### config.mk
export PLATFORM = sky130hd
export DESIGN_NAME = uart_slot_readback_responder
export DESIGN_NICKNAME = d
export VERILOG_FILES = /design/src/rtl/uart_slot_readback_responder_pkg.sv /design/src/rtl/uart_slot_readback_responder_crc.sv /design/src/rtl/uart_slot_readback_responder.sv
export SDC_FILE = /design/constraint.sdc
export NUM_CORES = 1
export LEC_CHECK = 0
export CORE_MARGIN = 2
export CORE_UTILIZATION = 45
export DETAILED_ROUTE_END_ITERATION = 8
export GPL_TIMING_DRIVEN = 1
export PLACE_DENSITY = 0.7
export SYNTH_ARGS = -nofsm -noshare
export SYNTH_HDL_FRONTEND = slang
export SYNTH_SLANG_ARGS = --single-unit
### constraint.sdc
create_clock -name clk -period 4.4 [get_ports clk]
set_input_delay 1.32 -clock clk [delete_from_list [all_inputs] [get_ports clk]]
set_output_delay 1.32 -clock clk [all_outputs]
set_load 0.05 [all_outputs]
### src/rtl/uart_slot_readback_responder_pkg.sv
// Shared command/address constants and state type for the UART slot
// read-back path (the SV home of the old commands.v defines).
//   C_GET_UART_SLOT          read-slot command word
//   UART_CONTROLLER_ADDRESS  SPI target address of the UART controller
//   UART_RESP_MARKER         7-bit marker at the head of every response
//   UART_RESP_CRC_POLY       CRC-8 polynomial used when UART_RESP_CRC_EN is set
package uart_slot_readback_responder_pkg;

    localparam logic [15:0] C_GET_UART_SLOT         = 16'h00A7;
    localparam logic [7:0]  UART_CONTROLLER_ADDRESS = 8'h3C;
    localparam logic [6:0]  UART_RESP_MARKER        = 7'b1010010;
    localparam logic [7:0]  UART_RESP_CRC_POLY      = 8'h07;

    typedef enum logic {
        IDLE  = 1'b0,
        SHIFT = 1'b1
    } resp_state_t;

endpackage

### src/rtl/uart_slot_readback_responder_crc.sv
// crc8_calc: combinational CRC-8 (poly UART_RESP_CRC_POLY, init 0, no
// reflection, no final XOR) over a 32-bit word, MSB first.
// Only instantiated when UART_RESP_CRC_EN is defined.
//   data  in   32  payload, bit 31 processed first
//   crc   out  8   resulting CRC
module crc8_calc
    import uart_slot_readback_responder_pkg::*;
(
    input  logic [31:0] data,
    output logic [7:0]  crc
);

    logic [7:0] acc;

    always_comb begin
        acc = '0;
        for (int unsigned i = 0; i < 32; i++) begin
            if (acc[7] ^ data[5'(31 - i)]) begin
                acc = {acc[6:0], 1'b0} ^ UART_RESP_CRC_POLY;
            end else begin
                acc = {acc[6:0], 1'b0};
            end
        end
        crc = acc;
    end

endmodule

### src/rtl/uart_slot_readback_responder.sv
// uart_slot_readback_responder: answers a C_GET_UART_SLOT read addressed to
// UART_CONTROLLER_ADDRESS by snapshotting uart_slot_en into a 40-bit frame
// and shifting it out MSB-first on spi_sdo, one bit per SCK falling strobe.
// Frame: {marker[6:0], overrun, addr[7:0], slot zero-extended[15:0], crc[7:0]}.
// Optional: define UART_RESP_CRC_EN to fill frame[7:0] with CRC-8 of
// frame[39:8]; otherwise frame[7:0] is zero.
// Ports:
//   clk, reset           system clock, synchronous active-high reset
//   spi_cmd_r/addr_r     registered SPI command / target address
//   spi_data_valid_r     one-cycle strobe qualifying cmd/addr
//   spi_cs_active        chip select (synchronised, active-high)
//   spi_sck_fall         one-cycle strobe per SCK falling edge
//   uart_slot_en         slot selection to report
//   spi_sdo              serial response bit
//   resp_busy            frame loaded / shifting
//   resp_done            one-cycle pulse after the last bit
//   resp_abort           one-cycle pulse when CS drops mid-frame
module uart_slot_readback_responder
    import uart_slot_readback_responder_pkg::*;
#(
    parameter int UART_ADDRESS_WIDTH = 4,
    parameter int FRAME_BITS         = 40
) (
    input  logic                          clk,
    input  logic                          reset,
    input  logic [15:0]                   spi_cmd_r,
    input  logic [7:0]                    spi_addr_r,
    input  logic                          spi_data_valid_r,
    input  logic                          spi_cs_active,
    input  logic                          spi_sck_fall,
    input  logic [UART_ADDRESS_WIDTH-1:0] uart_slot_en,
    output logic                          spi_sdo,
    output logic                          resp_busy,
    output logic                          resp_done,
    output logic                          resp_abort
);

    resp_state_t           state, state_n;
    logic [5:0]            cnt, cnt_n;
    logic [FRAME_BITS-1:0] shreg, shreg_n;
    logic                  overrun, overrun_n;
    logic                  done_n, abort_n;

    logic                  match;
    logic [15:0]           slot16;
    logic [31:0]           payload;
    logic [7:0]            crc;
    logic [FRAME_BITS-1:0] frame;

    assign match = spi_data_valid_r
                && (spi_cmd_r == C_GET_UART_SLOT)
                && (spi_addr_r == UART_CONTROLLER_ADDRESS);

    // Zero-extend without a replication that would be zero-width at 16.
    always_comb begin
        slot16 = '0;
        slot16[UART_ADDRESS_WIDTH-1:0] = uart_slot_en;
    end

    assign payload = {UART_RESP_MARKER, overrun, spi_addr_r, slot16};

`ifdef UART_RESP_CRC_EN
    crc8_calc u_crc8_calc (
        .data (payload),
        .crc  (crc)
    );
`else
    assign crc = '0;
`endif

    assign frame = {payload, crc};

    // The line is only driven while a frame is in flight.
    assign spi_sdo   = (state == SHIFT) && shreg[FRAME_BITS-1];
    assign resp_busy = (state == SHIFT);

    always_comb begin
        state_n   = state;
        cnt_n     = cnt;
        shreg_n   = shreg;
        overrun_n = overrun;
        done_n    = 1'b0;
        abort_n   = 1'b0;
        case (state)
            IDLE: begin
                // A coincident SCK strobe is ignored: bit 39 is presented first.
                if (match) begin
                    shreg_n   = frame;
                    cnt_n     = '0;
                    overrun_n = 1'b0;
                    state_n   = SHIFT;
                end
            end
            SHIFT: begin
                if (match) begin
                    overrun_n = 1'b1;
                end
                // CS loss wins over a simultaneous final strobe.
                if (!spi_cs_active) begin
                    state_n = IDLE;
                    shreg_n = '0;
                    cnt_n   = '0;
                    abort_n = 1'b1;
                end else if (spi_sck_fall) begin
                    shreg_n = {shreg[FRAME_BITS-2:0], 1'b0};
                    if (cnt == 6'(FRAME_BITS - 1)) begin
                        state_n = IDLE;
                        shreg_n = '0;
                        cnt_n   = '0;
                        done_n  = 1'b1;
                    end else begin
                        cnt_n = cnt + 6'd1;
                    end
                end
            end
            default: state_n = IDLE;
        endcase
    end

    always_ff @(posedge clk) begin
        if (reset) begin
            state      <= IDLE;
            cnt        <= '0;
            shreg      <= '0;
            overrun    <= 1'b0;
            resp_done  <= 1'b0;
            resp_abort <= 1'b0;
        end else begin
            state      <= state_n;
            cnt        <= cnt_n;
            shreg      <= shreg_n;
            overrun    <= overrun_n;
            resp_done  <= done_n;
            resp_abort <= abort_n;
        end
    end

endmodule

==> impl_results.md <==
- Run status: finished clean
- # port buffers: 36
- Setup tns final: 0 ns
- Gr usage total: 19.3%
- Tcrit/Tclk final: 73.9%
- ANT nets after route: 0
- Layout Skew: 0.00769 ns
- Final worst setup slack: 1.15 ns
- Die ar.: 0.00505 mm2
- Synth Area per Inst: 8.88 um2
- Initial Utilization: 46.5%
- Root Driver: clkbuf_8
- Pre-antenna DRT Iters: 4
- Hold Buf Count CTS: 0
- Share of layout cells above drive strength 1: 7.98%
- Area contributors post-synth: dfxtp_1 42%, mux2i_1 9.4%, nand2_1 5.2%
- Post-DP HPWL: 3.02 mm
- Worst R2R Start: resp_busy$_SDFF_PP0_
- Post-CTS Resized: 0
- Slew @ Worst Pin: 0.762 ns
- Worst vdd ir: 120 uV
- Pwr/cell area: 273 mW/mm2
- Gp weighted congestion: 0.758
- Final Slew Violations: 0
- Hold depth: 2
- First-pass GRT wire length: 7.71 mm
- Worst setup SP type: input pin
- Post-synth EDFFs: 0
- Setup Crit Path Kind: in -> reg
- Syn Inst Count: 228
- Die W: 71.1 um
- Longest Clk Path Bufs: 2
- Area grow syn2layout: 24.7%
- Top-area cell type share of the netlist area: 41.5%
- Switching power: 150 uW
- WL final: 4.38 mm
- CTS tree: done
- Seq pwr share: 55.1%
- Pin count of the biggest net entering global routing: 37
- CP cell instances: clkdlybuf4s50_1 -> or4b_1 -> nor4_4 -> a21oi_2 -> buf_4 -> a211oi_1
- H-tree Lvls: 2
- Rel. slew slack: 49.1%
- Cell taking the most area after synthesis: dfxtp_1
- Ant. Diodes: 0
- Cell Rows: 24
- CP peak stage delay: 0.56 ns
- Max_cap viols: 0
- RSZ-0062 raised after global routing: false
- # DRC: 0
- Critical Path AT: 3.46 ns
- Pint: 539 uW
- Worst setup EP type: flip-flop
- Data required time of the critical path: 4.61 ns
- Die Span Y: 71.1 um
- Final Hold Fails: 0
- Worst Hold End: shreg[9]$_SDFFE_PP0P_
- CTS buffer count: 5
- Initial DRC count: 73
- Min-delay src: shreg[9]$_SDFFE_PP0P_
- Vias: 1737
- I/O pin total: 37
- Final setup fails: 0
- Post-CTS Setup Bufs: 0
- Core Footprint: 0.00435 mm2
- Initial antenna violation count: 0
- Number of synthesized register bits: 42
- Total power: 689 uW
- Vias per cell: 5.51
- R2r worst-path depth: 5
- Remaining Overflow, GRT: 0
- Clk_lat worst skew: 0.30 ns
- Worst Hold Class: reg -> reg
- Net Sw Frac: 21.8%
- Combinational group share of total power: 7.6%
- Synth Cell Area: 0.00203 mm2
- Syn Nets: 262
- Ys Warns: 0
- Most used DFF post-synth: dfxtp_1
- Clock power share: 37.3%
- Crit path max fanout: 24
- Worst reg-to-reg setup slack: 2.44 ns
- Nets: 296
- Critical path's slowest cell: or4b_1
- Leakage power: 0.00102 uW
- Clock Sinks: 42
- Layout fillers: 384
- Post-synth ARST share: 0%
- F_max: 0.308 GHz
- Worst slack, placed: 0.834 ns
- Final min period: 3.25 ns
- Vias in the first global route: 1674
- Register area share after synthesis: 41.5%
- Netlist cell types: 38
- Clock transition at the registers of the reported paths: 0.08 ns
- R2R Path End: shreg[39]$_SDFFE_PP0P_
- Routed WL per cell: 13.9 um
[power by group through the flow]
stage | registers, uW | clock network [uW] | logic, uW
after floorplan | 389 | 0 | 17.2
after global placement | 389 | 0 | 51.9
after detailed placement | 389 | 0 | 52.7
after CTS | 380 | 263 | 52.7
after global routing | 380 | 281 | 56.9
final | 380 | 257 | 52.2
[state kept, by name, summed over array words and instances, names as in the netlist]
name / flops
resp_abort: 1
resp_done: 1
shreg: 32
resp_busy: 1
cnt: 6
overrun: 1
[Yosys cell counts, drive strengths merged (6+ instances only)]
library cell / number
dfxtp: 42
nand2: 28
mux2i: 19
a21oi: 17
nand3: 15
nor2b: 15
clkbuf: 14
o21ai: 13
a22o: 11
a211oi: 6
inv: 6
[final cells by class]
cell class                      instances  area [um2]  area share [%]
Sequential cell                        42         841            33.3
Inverter                                7        26.3            1.04
Tap cell                               52        65.1            2.58
Timing Repair Buffer                   43         413            16.3
Multi-Input combinational cell        163        1090            43.1
Clock buffer                            7        86.3            3.42
Clock inverter                          1        5.00           0.198
[metrics by stage]
stage	std cells	hold slack, ns	cell area [um2]	util (%)
6_report	315	0.459	2530	58.0
3_5_place_dp	307	0.441	2430	55.9
3_3_place_gp	307	0.441	2430	55.9
5_1_grt	315	0.485	2530	58.0
2_1_floorplan	228	0.427	2030	-
4_1_cts	315	0.461	2530	58.0
[worst max path at each step]
stage / start / to / slack [ns] / depth (start not counted)
global placement: spi_cmd_r[3] / cnt[5]$_SDFFE_PP0P_ / 0.86 / 5
floorplan: resp_busy$_SDFF_PP0_ / spi_sdo / 1.34 / 3
global route: spi_cmd_r[3] / shreg[37]$_SDFFE_PP0P_ / 0.98 / 6
finish: spi_cmd_r[3] / shreg[39]$_SDFFE_PP0P_ / 1.15 / 6
CTS: spi_cmd_r[3] / shreg[39]$_SDFFE_PP0P_ / 1.15 / 6
detailed placement: spi_cmd_r[3] / cnt[5]$_SDFFE_PP0P_ / 0.83 / 5
[layer usage]
metal,track usage [%],vias up,routed length (um)
met2,32.0,37,2090
li1,-,887,-
met4,5.87,0,38
met1,24.6,809,2090
met5,0,-,0
met3,5.13,4,169
[kinds of logic after synthesis]
| group | share of synthesized area (%) |
|---|---|
| buffers and inverters | 5.00 |
| AO/OA/AOI/OAI | 20.4 |
| multiplexers | 9.94 |
| XOR/XNOR | 0.432 |
| adder cells (fa/ha/maj) | 0.618 |
| flip-flops | 41.5 |
| AND/OR/NAND/NOR | 22.1 |
[critical path: cells and delay by family]
kind / cells / cell delay [ns]
AOI/OAI and AO/OA: 2 / 0.42
buffers and inverters: 2 / 0.67
and+or+nand+nor: 2 / 1.04
[cell usage in the layout (no fill, tap or decap), types with 2 or more instances in the layout]
cell	n
dfxtp_1	42
clkdlybuf4s50_1	36
nand2_1	28
mux2i_1	19
a21oi_1	16
nor2b_1	15
nand3_1	15
o21ai_0	13
a22o_1	11
buf_4	7
inv_1	6
clkbuf_8	6
a211oi_1	5
and3_1	4
a31oi_1	4
o21a_1	4
nor2_1	4
nand4b_1	2
nor4_4	2
a21boi_0	2
a41oi_1	2
No activity file was read; power rests on OpenSTA's default activity.
==> RTL change, RTL diff (same flow settings) <==
The parameter `UART_ADDRESS_WIDTH` goes from 4 to 3.
--- a/src/rtl/uart_slot_readback_responder.sv
+++ b/src/rtl/uart_slot_readback_responder.sv
@@ -20,3 +20,3 @@
 #(
-    parameter int UART_ADDRESS_WIDTH = 4,
+    parameter int UART_ADDRESS_WIDTH = 3,
     parameter int FRAME_BITS         = 40
Ports: changed (resized uart_slot_en); port bits go from 37 to 36. The function was not compared with the original's and may differ.
==> RTL change against the unedited design <==
Power shrank 0.39%. Count of clock-buffer cells in the layout shrank 1. Final area shrank 1.5%. Area after synthesis grew 0.25%. Cell count shrank 2.5%. Sequential cell count is the same. Combinational power shrank 4.6%. Non-clock buffer count shrank 4. Setup slack lost 77 ps. Clock power is essentially flat. Synthesized cell count shrank 0.88%. Wire length shrank 4.0%. Utilization shrank 0.89 points. Critical path type is now reg -> out. Largest power group unchanged.
==> RTL change: results (changes against the unedited design) <==
routing:
  via_count: 1696  # -2.4%
  wire_per_inst_um: 13.71  # -1.5%
  drtIter0Drc: 140  # +92%
  wl_met2_um: 2039  # -2.3%
  wl_met3_um: 215  # +27%
setup_path:
  cp_max_fo: 17  # -29%
  cp.arrival_ps: 2010  # -1450 ps
  cp_slowest_stage_delay_ps: 790  # +230 ps
place:
  io_buffers: 35  # -2.8%
  pre_cts_ws_ps: 761.1  # -72.76 ps
  dp_hpwl_um: 2895  # -4.2%
  globalplace.congestion: 0.7694  # +1.5%
  place_inst: 299  # -2.6%
  dpl_cell_area_um2: 2392  # -1.7%
synth:
  synth_xor_area_share_pct: 0.8626  # +0.43 points
  synthTopCellsByCount: "dfxtp_1 (42), nand2_1 (26), mux2i_1 (20)"
  synth.area.top_cells: "dfxtp_1 (41%), mux2i_1 (9.9%), nand2_1 (4.8%)"
  synth_compound_area_share_pct: 19.35  # -1.1 points
  seq_area_frac_synth_pct: 41.40  # -0.10 points
  yosys.area_share.adder_pct: 0.6161  # -0.0015 points
  synth.net_count: 259  # -1.1%
  yosysUniqueCellTypes: 41  # +7.9%
  muxShareOfSynthArea_pct: 10.41  # +0.47 points
pwr:
  ir_worst_vdd_uv: 185.8  # +55%
  swShare_pct: 21.84  # about the same
  p_leak_nw: 1.017  # -0.79%
  p_comb_share_pct: 7.3  # -0.3 points
  power_frac_seq_pct: 55.3  # +0.2 points
  combinationalPower_mw: 0.0498  # -4.6%
global_route:
  grt_pass1_vias: 1566  # -6.5%
  grt_pass1_wl_um: 7231  # -6.3%
  antenna_found_initial: 0  # unchanged
layout:
  drive_gt1_share_pct: 7.451  # -0.53 points
  nNetsFinal: 287  # -3.0%
run_status:
  status: "completed"
timing:
  max-slew-margin-rel_pct: 25.15  # -24 points
  fin_worst_skew_ps: 2.176  # -5.514 ps
cts:
  cts_root_buffer: "clkbuf_8"
RTL change: area by class of cell:
| cell class | instances | area, um^2 |
|---|---|---|
| clock buffers | 6 | 82.58 |
| clock inverters | 2 | 12.51 |
| fillers | 400 | 1867 |
| inverters | 8 | 30.03 |
| multi-input cells | 158 | 1076 |
| flip-flops and latches | 42 | 840.8 |
| well taps | 52 | 65.06 |
| repair buffers | 39 | 380.4 |
RTL change: final timing paths:
kind	end	slack, ps	start	cells after the start
max	spi_sdo	1070	resp_busy	2
min	shreg[39]	460	shreg[39]	2
max reg2reg	shreg[9]	2110	resp_busy	4
min reg2reg	shreg[39]	460	shreg[39]	2
RTL change: metal layers:
metal | vias up | track usage, %
li1 | 867 | -
met1 | 774 | 23.05
met2 | 50 | 29.84
met3 | 5 | 3.704
met4 | 0 | 5.660
met5 | - | 0
RTL change: critical path: cells and delay by family, from the launching register on:
family | cells | cell delay (ps)
buf+inv | 1 | 790
simple gates | 1 | 210
flops | 1 | 710
